**config.mk**
```make
export PLATFORM = sky130hd
export DESIGN_NAME = aes_frame_loader
export DESIGN_NICKNAME = d
export VERILOG_FILES = /design/src/rtl/aes_loader_pkg.sv /design/src/rtl/aes_frame_loader.sv
export SDC_FILE = /design/constraint.sdc
export NUM_CORES = 1
export LEC_CHECK = 0
export ABC_AREA = 1
export CORE_MARGIN = 4
export CORE_UTILIZATION = 40
export DETAILED_ROUTE_END_ITERATION = 10
export PLACE_DENSITY_LB_ADDON = 0.2
export SYNTH_ARGS = -nofsm -noshare
export SYNTH_HDL_FRONTEND = slang
export SYNTH_SLANG_ARGS = --single-unit
```
**constraint.sdc**
```tcl
create_clock -name clk -period 20.2 [get_ports clk]
set_clock_uncertainty 0.2 [all_clocks]
set_input_delay 4.04 -clock clk [delete_from_list [all_inputs] [get_ports clk]]
set_output_delay 4.04 -clock clk [all_outputs]
set_load 0.05 [all_outputs]
```
**src/rtl/aes_loader_pkg.sv**
```systemverilog
// -----------------------------------------------------------------------------
// aes_loader_pkg
// Shared definitions for the AES frame loader: FSM state encoding, key-size
// mode codes, error codes and the key-length helper.
// -----------------------------------------------------------------------------
package aes_loader_pkg;

    typedef enum logic [2:0] {
        IDLE  = 3'd0,
        KEY   = 3'd1,
        DATA  = 3'd2,
        START = 3'd3,
        BUSY  = 3'd4
    } state_e;

    localparam logic [1:0] MODE_128 = 2'd0;
    localparam logic [1:0] MODE_192 = 2'd1;
    localparam logic [1:0] MODE_256 = 2'd2;

    localparam logic [1:0] ERR_HDR   = 2'd1;
    localparam logic [1:0] ERR_REUSE = 2'd2;
    localparam logic [1:0] ERR_TMO   = 2'd3;

    // Number of key bytes carried in a frame for a given key-size mode.
    function automatic logic [5:0] key_bytes(input logic [1:0] mode);
        case (mode)
            MODE_128: key_bytes = 6'd16;
            MODE_192: key_bytes = 6'd24;
            default:  key_bytes = 6'd32;
        endcase
    endfunction

endpackage

```
**src/rtl/aes_frame_loader.sv**
```systemverilog
// -----------------------------------------------------------------------------
// aes_frame_loader
// Byte-stream front end of the AES core. Accepts a framed command
// (header, 16/24/32 key bytes unless the key is reused, 16 block bytes) over a
// valid/ready byte interface, assembles the 128-bit block and the left-justified
// 256-bit key, pulses start for one cycle and then waits for done (or a timeout).
//
// Ports:
//   clk, rst        clock (rising edge), asynchronous active-high reset
//   s_data/s_valid  input byte stream; s_ready high in IDLE, KEY and DATA
//   abort           synchronous abort back to IDLE
//   done            AES core finished the current frame (used only in BUSY)
//   blk_out         block, first byte at [127:120]
//   key_out         key, first byte at [255:248], unused low bytes zero
//   mode_out/op_out key size (0=128,1=192,2=256) and direction (1=decrypt)
//   start           one-cycle pulse when a frame is ready
//   busy            high in START and BUSY
//   key_valid       key_out holds a complete key for mode_out
//   err/err_code    one-cycle error pulse; code held until the next error
// -----------------------------------------------------------------------------
module aes_frame_loader
    import aes_loader_pkg::*;
#(
    parameter int TIMEOUT = 64,
    parameter int CNT_W   = 7
) (
    input  logic         clk,
    input  logic         rst,
    input  logic [7:0]   s_data,
    input  logic         s_valid,
    output logic         s_ready,
    input  logic         abort,
    input  logic         done,
    output logic [127:0] blk_out,
    output logic [255:0] key_out,
    output logic [1:0]   mode_out,
    output logic         op_out,
    output logic         start,
    output logic         busy,
    output logic         key_valid,
    output logic         err,
    output logic [1:0]   err_code
);

    localparam logic [CNT_W-1:0] TMO_LAST = CNT_W'(TIMEOUT - 1);

    state_e             state_q, state_d;
    logic [4:0]         cnt_q, cnt_d;
    logic [CNT_W-1:0]   tmo_q, tmo_d;
    logic [127:0]       blk_q, blk_d;
    logic [255:0]       key_q, key_d;
    logic [1:0]         mode_q, mode_d;
    logic               op_q, op_d;
    logic               start_q, start_d;
    logic               busy_q, busy_d;
    logic               kv_q, kv_d;
    logic               err_q, err_d;
    logic [1:0]         code_q, code_d;

    logic               xfer;
    logic [1:0]         hdr_mode;
    logic [5:0]         kb_last;

    // Ready is forced low while reset is asserted, independent of the state.
    assign s_ready  = !rst && (state_q == IDLE || state_q == KEY || state_q == DATA);
    assign xfer     = s_valid && s_ready;
    assign hdr_mode = s_data[1:0];
    assign kb_last  = key_bytes(mode_q) - 6'd1;

    always_comb begin
        state_d = state_q;
        cnt_d   = cnt_q;
        tmo_d   = tmo_q;
        blk_d   = blk_q;
        key_d   = key_q;
        mode_d  = mode_q;
        op_d    = op_q;
        kv_d    = kv_q;
        code_d  = code_q;
        start_d = 1'b0;
        err_d   = 1'b0;

        if (abort) begin
            // Abort wins over any byte presented in the same cycle.
            state_d = IDLE;
            cnt_d   = '0;
            tmo_d   = '0;
            if (state_q == KEY) begin
                key_d = '0;
                kv_d  = 1'b0;
            end
        end else begin
            case (state_q)
                IDLE: begin
                    if (xfer) begin
                        cnt_d = '0;
                        if (hdr_mode == 2'd3 || s_data[7:4] != 4'd0) begin
                            err_d  = 1'b1;
                            code_d = ERR_HDR;
                        end else if (s_data[3]) begin
                            // Reuse is only legal with a complete key of the same size.
                            if (!kv_q || hdr_mode != mode_q) begin
                                err_d  = 1'b1;
                                code_d = ERR_REUSE;
                            end else begin
                                op_d    = s_data[2];
                                state_d = DATA;
                            end
                        end else begin
                            mode_d  = hdr_mode;
                            op_d    = s_data[2];
                            key_d   = '0;
                            kv_d    = 1'b0;
                            state_d = KEY;
                        end
                    end
                end
                KEY: begin
                    if (xfer) begin
                        key_d[255 - 8*int'(cnt_q) -: 8] = s_data;
                        if ({1'b0, cnt_q} == kb_last) begin
                            kv_d    = 1'b1;
                            cnt_d   = '0;
                            state_d = DATA;
                        end else begin
                            cnt_d = cnt_q + 5'd1;
                        end
                    end
                end
                DATA: begin
                    if (xfer) begin
                        blk_d[127 - 8*int'(cnt_q) -: 8] = s_data;
                        if (cnt_q == 5'd15) begin
                            cnt_d   = '0;
                            start_d = 1'b1;
                            state_d = START;
                        end else begin
                            cnt_d = cnt_q + 5'd1;
                        end
                    end
                end
                START: begin
                    tmo_d   = '0;
                    state_d = BUSY;
                end
                BUSY: begin
                    // done is checked first so a coincident timeout is not reported.
                    if (done) begin
                        tmo_d   = '0;
                        state_d = IDLE;
                    end else if (tmo_q == TMO_LAST) begin
                        tmo_d   = '0;
                        err_d   = 1'b1;
                        code_d  = ERR_TMO;
                        state_d = IDLE;
                    end else begin
                        tmo_d = tmo_q + 1'b1;
                    end
                end
                default: begin
                    state_d = IDLE;
                    cnt_d   = '0;
                    tmo_d   = '0;
                end
            endcase
        end

        busy_d = (state_d == START) || (state_d == BUSY);
    end

    always_ff @(posedge clk or posedge rst) begin
        if (rst) begin
            state_q <= IDLE;
            cnt_q   <= '0;
            tmo_q   <= '0;
            blk_q   <= '0;
            key_q   <= '0;
            mode_q  <= '0;
            op_q    <= 1'b0;
            start_q <= 1'b0;
            busy_q  <= 1'b0;
            kv_q    <= 1'b0;
            err_q   <= 1'b0;
            code_q  <= '0;
        end else begin
            state_q <= state_d;
            cnt_q   <= cnt_d;
            tmo_q   <= tmo_d;
            blk_q   <= blk_d;
            key_q   <= key_d;
            mode_q  <= mode_d;
            op_q    <= op_d;
            start_q <= start_d;
            busy_q  <= busy_d;
            kv_q    <= kv_d;
            err_q   <= err_d;
            code_q  <= code_d;
        end
    end

    assign blk_out   = blk_q;
    assign key_out   = key_q;
    assign mode_out  = mode_q;
    assign op_out    = op_q;
    assign start     = start_q;
    assign busy      = busy_q;
    assign key_valid = kv_q;
    assign err       = err_q;
    assign err_code  = code_q;

endmodule

```
Word-level counts from Yosys, hierarchy flattened
Cells that the tools add are included.
- flip-flop bits (word level): 408
- bits in latches: 0
- RAM bits: 0
- ROM bits: 0
- input port bits: 13
- output and inout bits: 394
- word-level logic and storage cells: 138
- memories kept: 0
- $add $sub $neg: 7
- multiply operators: 0
- div/mod/pow operators: 0
- magnitude comparators: 0
- eq/ne operators: 27
- shift operators: 4
- muxes and demuxes: 62
- bitwise logic cells: 3
- reductions and logical operators: 23
- operators with widths (kind ; number):
    256-bit two-way mux ; 6
    256-bit case mux with 2 select lines ; 1
    8-bit by 33-bit variable shift with 263-bit output, first input constant ; 1
    8-bit by 33-bit variable part select with 263-bit output ; 1
    256-bit bitwise mux ; 1
    8-bit by 33-bit variable shift with 135-bit output, first input constant ; 1
    8-bit by 33-bit variable part select with 135-bit output ; 1
    128-bit bitwise mux ; 1
    9-bit negator with 33-bit output ; 2
    3-bit two-way mux ; 11
    5-bit two-way mux ; 6
    7-bit two-way mux ; 3
    1-bit two-way mux ; 20
    5-bit case mux with 4 select lines ; 1
    3-bit != test, second input constant ; 5
    3-bit case mux with 5 select lines ; 1
    7-bit case mux with 2 select lines ; 1
    7-bit AND reduction ; 2
    2-bit two-way mux ; 6
    6-bit case mux with 2 select lines ; 1
    5-bit AND reduction ; 2
    3-bit by 2-bit equality test with 1-bit output, second input constant ; 3
    7-bit by 8-bit subtractor with 9-bit output, first input constant ; 1
    8-bit by 8-bit subtractor with 9-bit output, first input constant ; 1
    30 further kinds ; 47

Depth between registers and ports, before layout
- word-level depth: 10
- mapped depth: 12
- gate-level depth less buffers: 11

Worst setup path after synthesis
No wires, ideal clock.
- path kind: input port to flip-flop
- from: in rst
- to: reg blk_q[104], in the netlist blk_out[104]
- library setup time: 0.118 ns
- arrival: 14.556 ns
- data required time: 19.882 ns
- slack: 5.326 ns
- stages: 8
- path buffers: 2
- cell sequence: inv_1 -> nand4_4 -> nor3_4 -> buf_4 -> buf_4 -> nand2_1 -> nand2_1 -> nand2_1
- word-level cells in the longest chain between the ends: 4
- RTL lines (element ; RTL line ; RTL):
    from (decl) ; aes_frame_loader.sv:28 ; input logic rst,
    1-bit zero test (no source line) ; - ;
    1-bit logical AND ; aes_frame_loader.sv:65 ; assign s_ready = !rst && (state_q == IDLE || state_q == KEY || state_q == DATA);
    1-bit logical AND ; aes_frame_loader.sv:66 ; assign xfer = s_valid && s_ready;
    3-bit AND reduction (no source line) ; - ;
    to (signal assigned) ; aes_frame_loader.sv:189 ; blk_q <= blk_d;
    to (decl) ; aes_frame_loader.sv:50 ; logic [127:0] blk_q, blk_d;
No other way between the ends.
A chain may end at the register's enable or synchronous reset.

Worst setup path after layout
- from: in rst
- to: out s_ready
- word-level cells in the longest chain between the ends: 2
- RTL lines (element ; RTL line ; RTL):
    1-bit zero test (no source line) ; - ;
    1-bit logical AND ; aes_frame_loader.sv:65 ;
    to (decl) ; aes_frame_loader.sv:31 ; output logic s_ready,
No other way between the ends.

==> flow_summary.toml <==
[run_status]
status = "finished, final reports clean"

[timing]
drv_slew = 0
min_period_over_period_pct = 48.2
fin_tns_setup_ps = 0
relSlewSlack_pct = 27.6
setup_viol_count_final = 0
holdWs_ps = 271
worst_slew_pin_slew_ps = 1080
hold_viol = 0
worst_slack_ps = 10460
rsz0062_at_grt = "no"
post-route-min-period_ps = 9740
clock.fmax_mhz = 103

[finish]
fin_cells = 3126
n_antenna_cell = 0
regArea_um2 = 10200
fill_cells = 3885
final_common_cell = "nand2_1"
multi_input_area_um2 = 6620
syn2layout_area_growth_pct = 35.0
nNetsFinal = 2540
most-common-layout-cells = "nand2_1 (1098), dfrtp_1 (407), clkdlybuf4s50_1 (406)"
final_area_um2 = 23400
layout-drive-gt1-share_pct = 5.37
fin_util_pct = 55.1

[global_routing]
grt_max_degree = 128
grt_pass1_vias = 15600
grt_use_total_pct = 25.6
gr-total-overflow = 0
antenna_found_initial = 0
grt_pass1_wl_mm = 93.9

[clocking]
clkTransAtPathRegs_ps = 60
h-tree-depth = 2
cts_setup_buffers = 0
ctsResizeCount = 0
cts_root_buf = "clkbuf_16"
clock_latency_ps = 560
cts_sinks = 408
clockBufferDepth = 3
cts_buffers = 44
cts_tree = "built"
holdBufCountCts = 0

[logic_synthesis]
syn_area_um2 = 17300
syn-num-nets = 2131
synth.yosys.seq_area_share_pct = 59.0
synthCells = 2109
ys.warnings.count = 0
yosys.cell_types.count = 32
ys_ff_latch = 408
syn_avg_cell_area_um2 = 8.21

[detailed_routing]
drt_iter0_markers = 1054
vias = 15800
drc = 0
first_pass_iters = 6
routedWlPerCell_um = 19.6
wl_mm = 61.2
via_per_inst = 5.05
final_antenna_net_count = 0

[critical_path]
required_ps = 15960
reg2reg_depth = 9
cp-end-kind = "output pin"
cp_max_fo = 2
crit_type = "primary input to output pin"
critPathArrivalTime_ps = 5500
start_kind = "primary input"

[worst_hold_path]
hold_class = "flip-flop to flip-flop"
holdPathStages = 2

[power]
powerDensity_nw_per_um2 = 72.0
total_power_mw = 1.68
ir_worst_vdd_mv = 0.0582
p_leak_nw = 11.5

[floorplanning]
die_area_um2 = 46700
fp-row-count = 75
io_pins = 407
die_h_um = 216
core-area_um2 = 42400
initial_core_util_pct = 40.8
die-width_um = 216

[place]
place_ws_ps = 10450
placed_cells = 3049
port_buffers = 406
gp_congestion = 0.844
place_hpwl_mm = 43.6
detailed_place.area_um2 = 22000

[run]
drv_cap = 0
[critical path, stage by stage]
cell,delay [ps]
clkdlybuf4s50_1,510
nor2_1,140
clkdlybuf4s50_1,810
[sequential cells by signal, summed over array words and instances, names as in the netlist]
register   cells
state_q        3
busy           1
start          1
err_code       2
blk_out      128
cnt_q          5
mode_out       2
err            1
tmo_q          7
op_out         1
key_valid      1
key_out      256
[where the power goes]
part	switching (mW)	internal, mW	total [mW]
registers	0.00128	0.819	0.820
clock network	0.330	0.472	0.802
logic	0.0505	0.0102	0.0607
total	0.382	1.30	1.68
[synth_stat cells, drive strengths merged]
master / count / area share, %
nand2: 1123 / 25
dfrtp: 408 / 59
nor2: 182 / 4.4
nand3: 114 / 3.4
o21ai: 112 / 3.2
inv: 53 / 1.1
buf: 34 / 1.1
clkbuf: 25 / 0.55
nand4: 17 / 0.74
nor3: 17 / 0.65
ha: 9 / 0.65
a21oi: 5 / 0.14
clkinv: 2 / 0.043
o22ai: 2 / 0.072
xnor2: 2 / 0.10
xor2: 2 / 0.10
a31oi: 1 / 0.036
and3: 1 / 0.036
[layout make-up]
| cell class | count | share of cell area [%] |
|---|---|---|
| multi-input cells | 1587 | 28.3 |
| clock inverters | 15 | 0.680 |
| well taps | 577 | 3.09 |
| flip-flops and latches | 408 | 43.7 |
| repair buffers | 422 | 17.9 |
| inverters | 55 | 0.915 |
| clock buffers | 62 | 5.39 |
[worst paths after layout]
check                                   startpoint                       end  slack [ps]
setup / recovery                               rst                   s_ready       10460
hold / removal             key_out[33]$_DFFE_PP0P_   key_out[33]$_DFFE_PP0P_         270
setup reg to reg              state_q[2]$_DFF_PP0_   key_out[67]$_DFFE_PP0P_       16890
min in group asynchronous                      rst            busy$_DFF_PP0_        3880
max in group asynchronous                      rst  key_out[163]$_DFFE_PP0P_       13700
hold reg to reg            key_out[33]$_DFFE_PP0P_   key_out[33]$_DFFE_PP0P_         270
[cells by family after synthesis]
logic type / synth area share [%]
compound gates: 3.49
xor+xnor: 0.202
fa+ha+maj: 0.650
buf+inv: 2.83
flops: 59.0
simple gates: 33.9
[per-layer routing]
layer	global-route usage [%]	wire, um	part of all wire (%)	vias to the layer above
met5	0	0	0	-
met4	7.34	1590	2.6	0
met3	6.08	4410	7.2	97
met2	43.3	29600	48	588
met1	33.3	25600	42	7679
li1	-	-	-	7432
Note: power is estimated with default switching activity, not from simulation.
==> RTL edit: new RTL, config.mk and constraints unchanged <==
Register the output `err` once more, cleared by the reset; this adds one clock of latency there. The other outputs are not delayed to match. Comments in the files are not updated.
--- a/src/rtl/aes_frame_loader.sv
+++ b/src/rtl/aes_frame_loader.sv
@@ -207,3 +207,9 @@
     assign key_valid = kv_q;
-    assign err       = err_q;
+    always_ff @(posedge clk or posedge rst) begin
+        if (rst) begin
+            err <= '0;
+        end else begin
+            err <= err_q;
+        end
+    end
     assign err_code  = code_q;
Check against the original RTL: not settled (the Yosys comparison gave no result); the edit may change what the design does.
==> RTL edit against the unedited design <==
  * Wire length is 0.43% lower
  * Worst setup slack lost 0.0057 ns
  * Via count increased by 0.45%
  * Power decreased by 0.59%
  * Critical path depth stayed put
  * Sequential share of layout area up 0.079 points
  * Synthesized area rose by 0.14%
  * First-iteration DRC count grew 14%
  * Cell area is essentially flat
  * Final cell count grew 0.19%
  * Sequential cell count is 1 higher
  * Sequential power barely moved
  * Hold slack got worse by 0.12 ns
  * Die area grew 0.14%
  * Critical path type unchanged
  * Largest cell class unchanged
  * Largest power group unchanged
  * Highest routed layer unchanged
==> RTL edit: results (changes against the unedited design) <==
Status
The run finished with clean final reports.

Clocking
The number of clock buffers inserted by TritonCTS is 45 (+2.3%). The cell at the root of the clock tree is sky130_fd_sc_hd__clkbuf_16. The number of gates resized after CTS was 0 (unchanged). The clock-pin slew reported for the worst setup and hold paths after clock tree synthesis was 0.06 ns (about the same). The clock latency on the worst-skew pair is 0.57 ns. The buffer levels on the longest clock path is 3 (unchanged). The total number of H-tree levels was 2 (unchanged). The number of buffers inserted by post-CTS setup repair is 0 (unchanged).

Setup path
The highest cell delay on the worst timing path is 0.81 ns (about the same). The cell with the biggest individual delay on the critical path is sky130_fd_sc_hd__clkdlybuf4s50_1. The largest driver fanout on the critical path is 2 (unchanged). The critical path arrival was 5.51 ns (about the same).

STA
The relative slew slack is 18.2% (-9.4 points).

Final layout
The number of diodes is 0 (unchanged). The share of layout cells above drive strength 1 is 5.38% (about the same). The flip-flop count of the largest register, all copies and words added came to 256 (unchanged).

The layout filler cell count was 3922 (+0.95%). The net count reported at finish came to 2540 (unchanged).

Power
The leakage power figure was 11.4 nW (about the same). The maximum VDD drop is 0.0000572 V (-1.6%). The net switching fraction of the power is 23.1% (+0.45 points).

Global routing
The number of antenna violations at the first check in global routing was 0 (unchanged). The largest net degree at the start of global routing is 169 (+32%). The global-route wire length before repair is 94600 um (+0.69%). The all-layer global routing usage came to 25.8% (+0.15 points).

Placement
The number of placed instances with taps included came to 3056 (+0.23%). The HPWL after detailed placement was 43000 um (-1.3%). The instance area at placement is 22000 um^2 (+0.15%).

The quantity of I/O buffers inserted on ports is 406 (unchanged). The final weighted congestion of routability-driven global placement is 0.848 (+0.39%). The worst setup slack before clock tree synthesis came to 10.45 ns (+0.00220 ns).

Routing
The average vias per placed instance is 5.07 (+0.26%). The final wirelength is 61000 um (-0.43%). The total number of vias is 15867 (+0.45%). The detailed-router iteration count before antenna repair came to 5 (-1).

The DRC marker count from the first detailed-route iteration is 1199 (+14%).

Synth
By area the synthesized netlist is led by sky130_fd_sc_hd__dfrtp_1 (59%), sky130_fd_sc_hd__nand2_1 (24%), sky130_fd_sc_hd__nor2_1 (3.7%). Ranked by instance count, the synthesized netlist is headed by sky130_fd_sc_hd__nand2_1 (1098), sky130_fd_sc_hd__dfrtp_1 (409), sky130_fd_sc_hd__nor2_1 (171). The fraction of the yosys area taken by sequential cells is 59.0% (+0.059 points).

The mean instance size in the synthesized netlist came to 8.22 um^2 (about the same). The number of unique standard cell types used by synthesis is 32 (unchanged). The post-synthesis net count was 2132 (+0.047%). The Yosys warning count is 0 (unchanged). The async set-reset flop share out of synthesis is 100% (unchanged).

Hold path
The worst min-delay path category is reg -> reg.
RTL edit: changes by cell type after synthesis, sizes merged:
cell	before	now
dfrtp	408	409
RTL edit: worst max-delay path, delay by kind of cell:
family                 cells  cell delay [ns]
buffers and inverters      2             1.32
AND/OR/NAND/NOR            1             0.14
RTL edit: final cells by class:
class / count / area share (%)
clock buffers: 59 / 5.44
clock inverters: 17 / 0.556
inverters: 55 / 0.915
multi-input cells: 1587 / 28.3
flip-flops and latches: 409 / 43.8
well taps: 585 / 3.13
repair buffers: 420 / 17.9
RTL edit: metal layers:
metal,up-vias,wire [um],track usage (%)
li1,7419,-,-
met1,7727,25400,33.5
met2,590,28500,41.5
met3,131,4440,6.48
met4,0,2590,10.7
met5,-,0,0
RTL edit: metrics by stage:
step	power (W)	util, %
after floorplan	0.000876	-
after global placement	0.000899	51.2
after detailed placement	0.000899	51.2
after CTS	0.00169	54.4
after global routing	0.00173	54.4
final	0.00167	54.4
RTL edit: worst paths after layout:
check / startpoint / to / slack (ns) / cells past startpoint
min in group asynchronous: rst / err / 3.82 / 2
max: rst / s_ready / 10.46 / 3
min reg2reg: err_q / err / 0.15 / 0
max in group asynchronous: rst / key_out[96] / 14.47 / 3
min: err_q / err / 0.15 / 0
max reg2reg: cnt_q[4] / blk_out[13] / 17.09 / 4
RTL edit: logic make-up after synthesis:
logic type	Yosys count	synth area share (%)
AOI/OAI and AO/OA	120	3.48
xor gates and xnor gates	4	0.202
adders and majority gates	9	0.649
buffers and inverters	114	2.82
DFF	409	59.0
and+or+nand+nor	1454	33.8
RTL edit: power by group through the flow:
stage                     Sequential [W]  Clock (W)  Combinational, W
after floorplan                 0.000842          0         0.0000341
after global placement          0.000837          0         0.0000620
after detailed placement        0.000837          0         0.0000627
after CTS                       0.000822   0.000804         0.0000628
after global routing            0.000822   0.000838         0.0000681
final                           0.000822   0.000789         0.0000615
